===== config.mk =====
export PLATFORM = sky130hd
export DESIGN_NAME = tl_ul_to_apb
export DESIGN_NICKNAME = d
export VERILOG_FILES = /design/src/rtl/tl_ul_to_apb.sv
export SDC_FILE = /design/constraint.sdc
export NUM_CORES = 1
export LEC_CHECK = 0
export BUFFER_PORTS_ARGS = -buffer_cell sky130_fd_sc_hd__buf_2
export CORE_ASPECT_RATIO = 0.75
export CORE_MARGIN = 1.5
export CORE_UTILIZATION = 46
export DETAILED_ROUTE_END_ITERATION = 8
export PLACE_DENSITY = 0.79
export SYNTH_ARGS = -nofsm -noshare
export SYNTH_HDL_FRONTEND = slang
export SYNTH_SLANG_ARGS = --single-unit

===== constraint.sdc =====
create_clock -name tilelink_clock_i -period 3.7 [get_ports tilelink_clock_i]
set_input_delay 0.185 -clock tilelink_clock_i [delete_from_list [all_inputs] [get_ports tilelink_clock_i]]
set_output_delay 0.185 -clock tilelink_clock_i [all_outputs]
set_load 0.03 [all_outputs]

===== src/rtl/tl_ul_to_apb.sv =====
// TileLink-UL (single beat) to APB4 bridge, one transfer outstanding at a time.
// A beat accepted in IDLE is either issued as an APB SETUP/ACCESS pair or, when it cannot be
// expressed on APB, answered directly with a denied response.
// Optional feature: define TL2APB_TIMEOUT_EN to abort ACCESS phases that see no pready after
// TIMEOUT cycles; without it ACCESS waits indefinitely and TIMEOUT is unused.
module tl_ul_to_apb #(
    parameter int unsigned TL_RS   = 4,
    parameter int unsigned TL_AW   = 28,
    parameter int unsigned TIMEOUT = 16
) (
    input  logic             tilelink_clock_i,
    input  logic             tilelink_reset_i,

    // TL-UL A channel
    input  logic [2:0]       tl_a_opcode,
    input  logic [2:0]       tl_a_param,
    input  logic [3:0]       tl_a_size,
    input  logic [TL_RS-1:0] tl_a_source,
    input  logic [TL_AW-1:0] tl_a_address,
    input  logic [3:0]       tl_a_mask,
    input  logic [31:0]      tl_a_data,
    input  logic             tl_a_corrupt,
    input  logic             tl_a_valid,
    output logic             tl_a_ready,

    // TL-UL D channel
    output logic [2:0]       tl_d_opcode,
    output logic [1:0]       tl_d_param,
    output logic [3:0]       tl_d_size,
    output logic [TL_RS-1:0] tl_d_source,
    output logic             tl_d_denied,
    output logic [31:0]      tl_d_data,
    output logic             tl_d_corrupt,
    output logic             tl_d_valid,
    input  logic             tl_d_ready,

    // APB requester
    output logic [TL_AW-1:0] apb_paddr,
    output logic             apb_psel,
    output logic             apb_penable,
    output logic             apb_pwrite,
    output logic [31:0]      apb_pwdata,
    output logic [3:0]       apb_pstrb,
    output logic [2:0]       apb_pprot,
    input  logic [31:0]      apb_prdata,
    input  logic             apb_pready,
    input  logic             apb_pslverr
);

    localparam logic [2:0] OpPutFull    = 3'd0;
    localparam logic [2:0] OpPutPartial = 3'd1;
    localparam logic [2:0] OpGet        = 3'd4;
    localparam logic [2:0] OpAccessAck  = 3'd0;
    localparam logic [2:0] OpAckData    = 3'd1;

    typedef enum logic [1:0] {
        StIdle,
        StSetup,
        StAccess,
        StResp
    } state_e;

    state_e state_q, state_d;

    // Request/response payload, latched on accept and updated on APB completion
    logic [TL_AW-1:0] addr_q, addr_d;
    logic [31:0]      wdata_q, wdata_d;
    logic [3:0]       strb_q, strb_d;
    logic             write_q, write_d;
    logic             get_q, get_d;
    logic [3:0]       size_q, size_d;
    logic [TL_RS-1:0] source_q, source_d;
    logic             denied_q, denied_d;
    logic [31:0]      rdata_q, rdata_d;

    logic a_accept;
    logic a_is_get;
    logic a_is_put;
    logic a_legal;

    // Ready only in IDLE, and never while reset is held
    assign tl_a_ready = (state_q == StIdle) && !tilelink_reset_i;
    assign a_accept   = tl_a_valid && tl_a_ready;

    assign a_is_get = (tl_a_opcode == OpGet);
    assign a_is_put = (tl_a_opcode == OpPutFull) || (tl_a_opcode == OpPutPartial);
    // Corrupt write data must never reach the peripheral
    assign a_legal  = (tl_a_size <= 4'd2) && (a_is_get || (a_is_put && !tl_a_corrupt));

`ifdef TL2APB_TIMEOUT_EN
    localparam logic [7:0] TimeoutLast = 8'(TIMEOUT - 1);

    logic [7:0] cnt_q, cnt_d;

    // ACCESS wait counter
    always_ff @(posedge tilelink_clock_i or posedge tilelink_reset_i) begin
        if (tilelink_reset_i) begin
            cnt_q <= 8'd0;
        end else begin
            cnt_q <= cnt_d;
        end
    end
`else
    logic [7:0] unused_timeout;
    assign unused_timeout = 8'(TIMEOUT);
`endif

    // Only word-aligned APB accesses are issued; param carries no meaning for Get/Put
    logic unused_inputs;
    assign unused_inputs = ^{tl_a_param, tl_a_address[1:0]};

    // Next-state and payload update
    always_comb begin
        state_d  = state_q;
        addr_d   = addr_q;
        wdata_d  = wdata_q;
        strb_d   = strb_q;
        write_d  = write_q;
        get_d    = get_q;
        size_d   = size_q;
        source_d = source_q;
        denied_d = denied_q;
        rdata_d  = rdata_q;
`ifdef TL2APB_TIMEOUT_EN
        cnt_d    = cnt_q;
`endif

        unique case (state_q)
            StIdle: begin
                if (a_accept) begin
                    addr_d   = {tl_a_address[TL_AW-1:2], 2'b00};
                    wdata_d  = tl_a_data;
                    strb_d   = a_is_put ? tl_a_mask : 4'b0000;
                    write_d  = a_is_put;
                    get_d    = a_is_get;
                    size_d   = tl_a_size;
                    source_d = tl_a_source;
                    rdata_d  = 32'h0;
                    denied_d = !a_legal;
                    state_d  = a_legal ? StSetup : StResp;
                end
            end
            StSetup: begin
`ifdef TL2APB_TIMEOUT_EN
                cnt_d   = 8'd0;
`endif
                state_d = StAccess;
            end
            StAccess: begin
                if (apb_pready) begin
                    rdata_d  = get_q ? apb_prdata : 32'h0;
                    denied_d = apb_pslverr;
                    state_d  = StResp;
`ifdef TL2APB_TIMEOUT_EN
                end else if (cnt_q == TimeoutLast) begin
                    rdata_d  = 32'h0;
                    denied_d = 1'b1;
                    state_d  = StResp;
                end else begin
                    cnt_d = cnt_q + 8'd1;
`endif
                end
            end
            StResp: begin
                if (tl_d_ready) begin
                    state_d = StIdle;
                end
            end
            default: state_d = StIdle;
        endcase
    end

    // State register
    always_ff @(posedge tilelink_clock_i or posedge tilelink_reset_i) begin
        if (tilelink_reset_i) begin
            state_q <= StIdle;
        end else begin
            state_q <= state_d;
        end
    end

    // Payload registers; cleared by reset so every output reads 0 while reset is held
    always_ff @(posedge tilelink_clock_i or posedge tilelink_reset_i) begin
        if (tilelink_reset_i) begin
            addr_q   <= '0;
            wdata_q  <= 32'h0;
            strb_q   <= 4'b0000;
            write_q  <= 1'b0;
            get_q    <= 1'b0;
            size_q   <= 4'd0;
            source_q <= '0;
            denied_q <= 1'b0;
            rdata_q  <= 32'h0;
        end else begin
            addr_q   <= addr_d;
            wdata_q  <= wdata_d;
            strb_q   <= strb_d;
            write_q  <= write_d;
            get_q    <= get_d;
            size_q   <= size_d;
            source_q <= source_d;
            denied_q <= denied_d;
            rdata_q  <= rdata_d;
        end
    end

    // APB outputs: address phase fields come straight from the latched request
    assign apb_psel    = (state_q == StSetup) || (state_q == StAccess);
    assign apb_penable = (state_q == StAccess);
    assign apb_paddr   = addr_q;
    assign apb_pwrite  = write_q;
    assign apb_pwdata  = wdata_q;
    assign apb_pstrb   = strb_q;
    assign apb_pprot   = 3'b000;

    // D channel outputs
    assign tl_d_valid   = (state_q == StResp);
    assign tl_d_opcode  = get_q ? OpAckData : OpAccessAck;
    assign tl_d_param   = 2'b00;
    assign tl_d_size    = size_q;
    assign tl_d_source  = source_q;
    assign tl_d_denied  = denied_q;
    assign tl_d_data    = rdata_q;
    assign tl_d_corrupt = denied_q && get_q;

endmodule


# Word level (Yosys, flattened, before mapping)
# Index checks and enable logic that the tools add are counted.
[totals]
wordCells = 50
reg_bits = 107
in_bits = 117
[classes]
eq_ne = 8
n_lt_le_gt_ge = 1
n_reduce_logical = 17
muxes = 14
[op_table]
columns = ["op", "n"]
rows = [
  ["two-way mux 32 bit", 3],
  ["one-hot mux 32 bit (2 select lines)", 1],
  ["two-way mux 2 bit", 4],
  ["one-hot mux 2 bit (4 select lines)", 1],
  ["AND reduction 3 bit", 2],
  ["logical AND 1 bit", 5],
  ["== test 2 bit, second input constant", 2],
  ["less-or-equal comparator 4 x 2 -> 1 bit, second input constant", 1],
  ["two-way mux 4 bit", 1],
  ["!= test 2 x 1 -> 1 bit, second input constant", 2],
  ["== test 3 x 1 -> 1 bit, second input constant", 1],
  ["== test 3 bit, second input constant", 1],
  ["zero test 1 bit", 3],
  ["zero test 3 bit", 1],
  ["logical OR 1 bit", 3],
  ["two-way mux 1 bit", 3],
  ["== test 2 x 1 -> 1 bit, second input constant", 1],
  ["zero test 2 bit", 1],
  ["!= test 2 bit, second input constant", 1],
  ["one-hot mux 1 bit (2 select lines)", 1],
  ["AND reduction 2 bit", 1],
  ["nonzero test 2 bit", 1],
]

# Longest topological paths before layout
[logic_depth]
word_depth = 8
depth_mapped = 7

# Least setup slack after synthesis
# OpenSTA, ideal clock, no wires.
[synth_path]
path_kind = "reg2reg"
start = "register state_q[0]"
end = "register rdata_q[0], in the netlist tl_d_data[0]"
arrival_time_ns = 1.964
required_time_ns = 3.575
stages_incl_launch_ff = 8
setup_slack_ns = 1.611
setup_ns = 0.125
n_path_buf = 2
cell_sequence = "dfrtp_1 inv_1 ha_1 buf_6 nor2b_4 a211oi_4 buf_12 mux2_4"
[synth_via]
word_cells_on_any_way = 9
classes_between = "eq/ne: 3; mux: 1; reduce/logical: 5"
[synth_lines]
columns = ["item", "line_no", "rtl"]
rows = [
  ["from (decl)", "63", "state_e state_q, state_d;"],
  ["from (signal assigned)", "176", "state_q <= StIdle;"],
  ["from (signal assigned)", "178", "state_q <= state_d;"],
  ["== test 2 bit (*)", "n/a", ""],
  ["net apb_penable", "40", "output logic apb_penable,"],
  ["!= test 2 x 1 -> 1 bit (no source line) / nonzero test 2 bit (equally long branches)", "n/a", ""],
  ["AND reduction 3 bit (no source line)", "n/a", ""],
  ["to (signal assigned)", "203", "rdata_q <= rdata_d;"],
  ["to (decl)", "74", "logic [31:0] rdata_q, rdata_d;"],
]
# Mark *: on every way through the listed nets, which the timed path passes. The rest lies on a longest branch.
# A chain may end at the register's enable or synchronous reset.

# Final worst setup path
[layout_path]
start = "register state_q[0]"
end = "register rdata_q[31], in the netlist tl_d_data[31]"
[layout_via]
elab_chain_cells = 5
word_cells_on_any_way = 9
classes_between = "eq/ne: 3; mux: 1; reduce/logical: 5"
[layout_lines]
columns = ["item", "line_no", "rtl"]
rows = [
  ["zero test 2 bit", "82, 128", ""],
  ["logical AND 1 bit", "82", "assign tl_a_ready = (state_q == StIdle) && !tilelink_reset_i;"],
  ["logical AND 1 bit", "83", "assign a_accept = tl_a_valid && tl_a_ready;"],
  ["!= test 2 bit (no source line)", "n/a", ""],
  ["AND reduction 3 bit (no source line)", "n/a", ""],
]
# Parallel ways exist; a longest one is shown, timed or not.

==> results.cfg <==
[sta]
fin_crit_ns = 2.29
post-route-period-util = 0.618
whs_ns = 0.0437
rsz0062_at_grt = no
final-setup-viol-count = 0
fin_skew_ns = 0.00900
fin_setup_tns_ns = 0
fmax_ghz = 0.437
hold_violations = 0
worst_slack_ns = 1.41
slew_headroom = 0.269
slew_violations = 0
tightest_slew_ns = 1.10

[layout]
seqCellArea_um2 = 2680
multi_input_area_um2 = 1730
area.growth.synth_to_final_pct = 30.6
nFillCells = 786
fin_util = 0.621
finalInstanceArea_um2 = 6020
drive_gt1_frac = 0.650
antenna_cells = 0
final_nets = 647
fin_cells = 663

[die]
row_count = 31
die-height_um = 89.7
dieArea_um2 = 10600
ioPinCount = 236
start_util = 0.475
placeableCoreArea_um2 = 9700
die_w_um = 119

[routing]
postRouteAntennaNets = 0
drtIter0Drc = 84
firstDrtPassIters = 4
vias = 3169
wire_per_inst_um = 15.2
drt_drc_violations_left = 0
routed_wirelength_um = 10100
vias_per_cell = 4.78

[placed_design]
post-place-ws_ns = 1.39
placed_cells_incl_taps = 647
placed_cell_area_um2 = 5730
port_buffers = 221
gp_congestion = 0.795
hpwl_um = 7260

[worst_setup_path]
worstPathRequired_ns = 3.92
crit_chain = inv_1, ha_1, buf_4, nor2_1, a211oi_4, buf_4, mux2_2
critPathTopFamily = buffers and inverters
critPathKind = register to register
setup.worst_path.end_class = register
crit_slowest_cell = buf_4
cp.arrival_ns = 2.51
cpMostUsedCell = buf_4
startpoint_type = register
slowest_delay_ns = 0.52
worstPathMaxFanout = 38
cp_num_buf_inv = 3

[clock_tree]
cts_tree = built
cts_buffers = 9
cts-root-buf = clkbuf_16
clock_latency_ns = 0.34
ctsHoldBuffers = 0
cts.repair.resized = 0
cts-htree-levels = 3
cts.sinks = 107
postCtsSetupBuffers = 0
clk_pin_slew_worst_paths_ns = 0.07
clockBufferDepth = 2

[global_routing]
grt_pass1_wl_um = 15700
grt_start_max_net_pins = 90
grtUsageTotal = 0.188
gr-total-overflow = 0
grt_pass1_vias = 3274
antenna_found_initial = 0

[pwr]
p_per_area_nw_per_um2 = 906
peakVddDrop_uv = 616
p_leak_nw = 3.34
p_total_mw = 5.45

[run_status]
status = finished clean

[synth]
synth_area_per_cell_um2 = 14.9
synth_top_family_by_area = multiplexers
synth_compound_area_frac = 0.0171
synthSimpleGateAreaFrac = 0.0644
synth-xor-area-share = 0
synthAdderAreaFrac = 0.0109
ys_seq_area_frac = 0.581
syn_area_um2 = 4610
yosysUniqueCellTypes = 27
syn_inst = 310
ys_seq_elements = 107
yosys-mux-area-fraction = 0.276
ys_warn_count = 0

[flow_run]
maxCapViolCount = 0

[worst_hold_path]
hold_class = primary input to register
[power by group]
group,leakage [nW],internal [mW],switching [mW],total (mW)
registers,1.35,1.63,0.259,1.89
logic,1.85,0.967,1.69,2.66
clock network,0.135,0.480,0.427,0.907
[sequential cells by signal, summed over array words and instances, names as in the netlist]
signal / count
apb_pwdata: 32
tl_d_data: 32
apb_paddr: 26
apb_pstrb: 4
tl_d_size: 4
tl_d_source: 4
state_q: 2
apb_pwrite: 1
get_q: 1
tl_d_denied: 1
[layer usage]
layer	GRT usage	share of wire	vias up
met4	0.0460	0.0081	0
met2	0.325	0.49	133
met3	0.0789	0.092	11
met1	0.224	0.41	1536
li1	-	-	1489
met5	0	0	-
[cells in the final DEF (no fill, tap or decap), types with 2 or more instances in the layout]
| cell | count |
|---|---|
| buf_4 | 4 |
| buf_2 | 221 |
| conb_1 | 9 |
| nor2_1 | 4 |
| dfrtp_1 | 107 |
| inv_6 | 2 |
| a31oi_1 | 2 |
| nand2_1 | 9 |
| mux2i_1 | 2 |
| clkinvlp_4 | 2 |
| and3_1 | 32 |
| inv_1 | 5 |
| o21ai_0 | 4 |
| clkbuf_16 | 9 |
| ha_1 | 4 |
| mux2_2 | 71 |
| mux2_4 | 30 |
[cells in the mapped netlist]
| library cell | instances | share of area |
|---|---|---|
| o41ai_1 | 1 | 0.0019 |
| nor2_1 | 4 | 0.0033 |
| mux2i_1 | 2 | 0.0043 |
| nand2b_1 | 1 | 0.0014 |
| nor2b_4 | 1 | 0.0030 |
| inv_1 | 6 | 0.0049 |
| buf_12 | 3 | 0.013 |
| o21ai_0 | 4 | 0.0043 |
| dfrtp_1 | 107 | 0.58 |
| buf_6 | 1 | 0.0024 |
| clkbuf_1 | 7 | 0.0057 |
| a211oi_4 | 1 | 0.0043 |
| a2111oi_0 | 1 | 0.0019 |
| nand3b_1 | 1 | 0.0016 |
| buf_4 | 10 | 0.016 |
| ha_1 | 4 | 0.011 |
| and2b_1 | 1 | 0.0016 |
| a31oi_1 | 2 | 0.0027 |
| nand2_1 | 9 | 0.0073 |
| nor2b_1 | 1 | 0.0014 |
| conb_1 | 1 | 0.00081 |
| mux2_4 | 30 | 0.098 |
| and3_1 | 32 | 0.043 |
| and2_1 | 1 | 0.0014 |
| a221oi_1 | 1 | 0.0019 |
| mux2_2 | 71 | 0.17 |
| buf_2 | 7 | 0.0076 |
[cell families (layout without fill, tap and decap cells)]
| family | Yosys count | in the layout |
|---|---|---|
| muxes | 103 | 103 |
| AOI/OAI and AO/OA | 10 | 10 |
| DFF | 107 | 107 |
| other | 1 | 9 |
| buffers and inverters | 34 | 247 |
| adders and majority gates | 4 | 4 |
| and+or+nand+nor | 51 | 51 |
[cell type report]
| cell class | count | area share |
|---|---|---|
| Tap cell | 132 | 0.0274 |
| Timing Repair Buffer | 225 | 0.189 |
| Clock inverter | 6 | 0.00769 |
| Inverter | 6 | 0.00416 |
| Clock buffer | 10 | 0.0397 |
| Sequential cell | 107 | 0.445 |
| Multi-Input combinational cell | 177 | 0.287 |
[worst register-to-register path, cell delays in order (launching register included)]
cell	delay [ns]
dfrtp_1	0.38
inv_1	0.12
ha_1	0.16
buf_4	0.30
nor2_1	0.13
a211oi_4	0.15
buf_4	0.52
mux2_2	0.41
[final timing paths]
path / start / to / slack, ns / depth (start not counted)
setup / recovery: state_q[0] / tl_d_data[31] / 1.41 / 7
hold / removal: tl_a_opcode[0] / get_q / 0.04 / 2
setup reg to reg: state_q[0] / tl_d_data[31] / 1.41 / 7
hold reg to reg: apb_pstrb[1] / apb_pstrb[1] / 0.49 / 2
max in group asynchronous: tilelink_reset_i / apb_paddr[27] / 2.67 / 3
min in group asynchronous: tilelink_reset_i / tl_d_data[3] / 0.12 / 2
No activity file was read; power rests on OpenSTA's default activity.
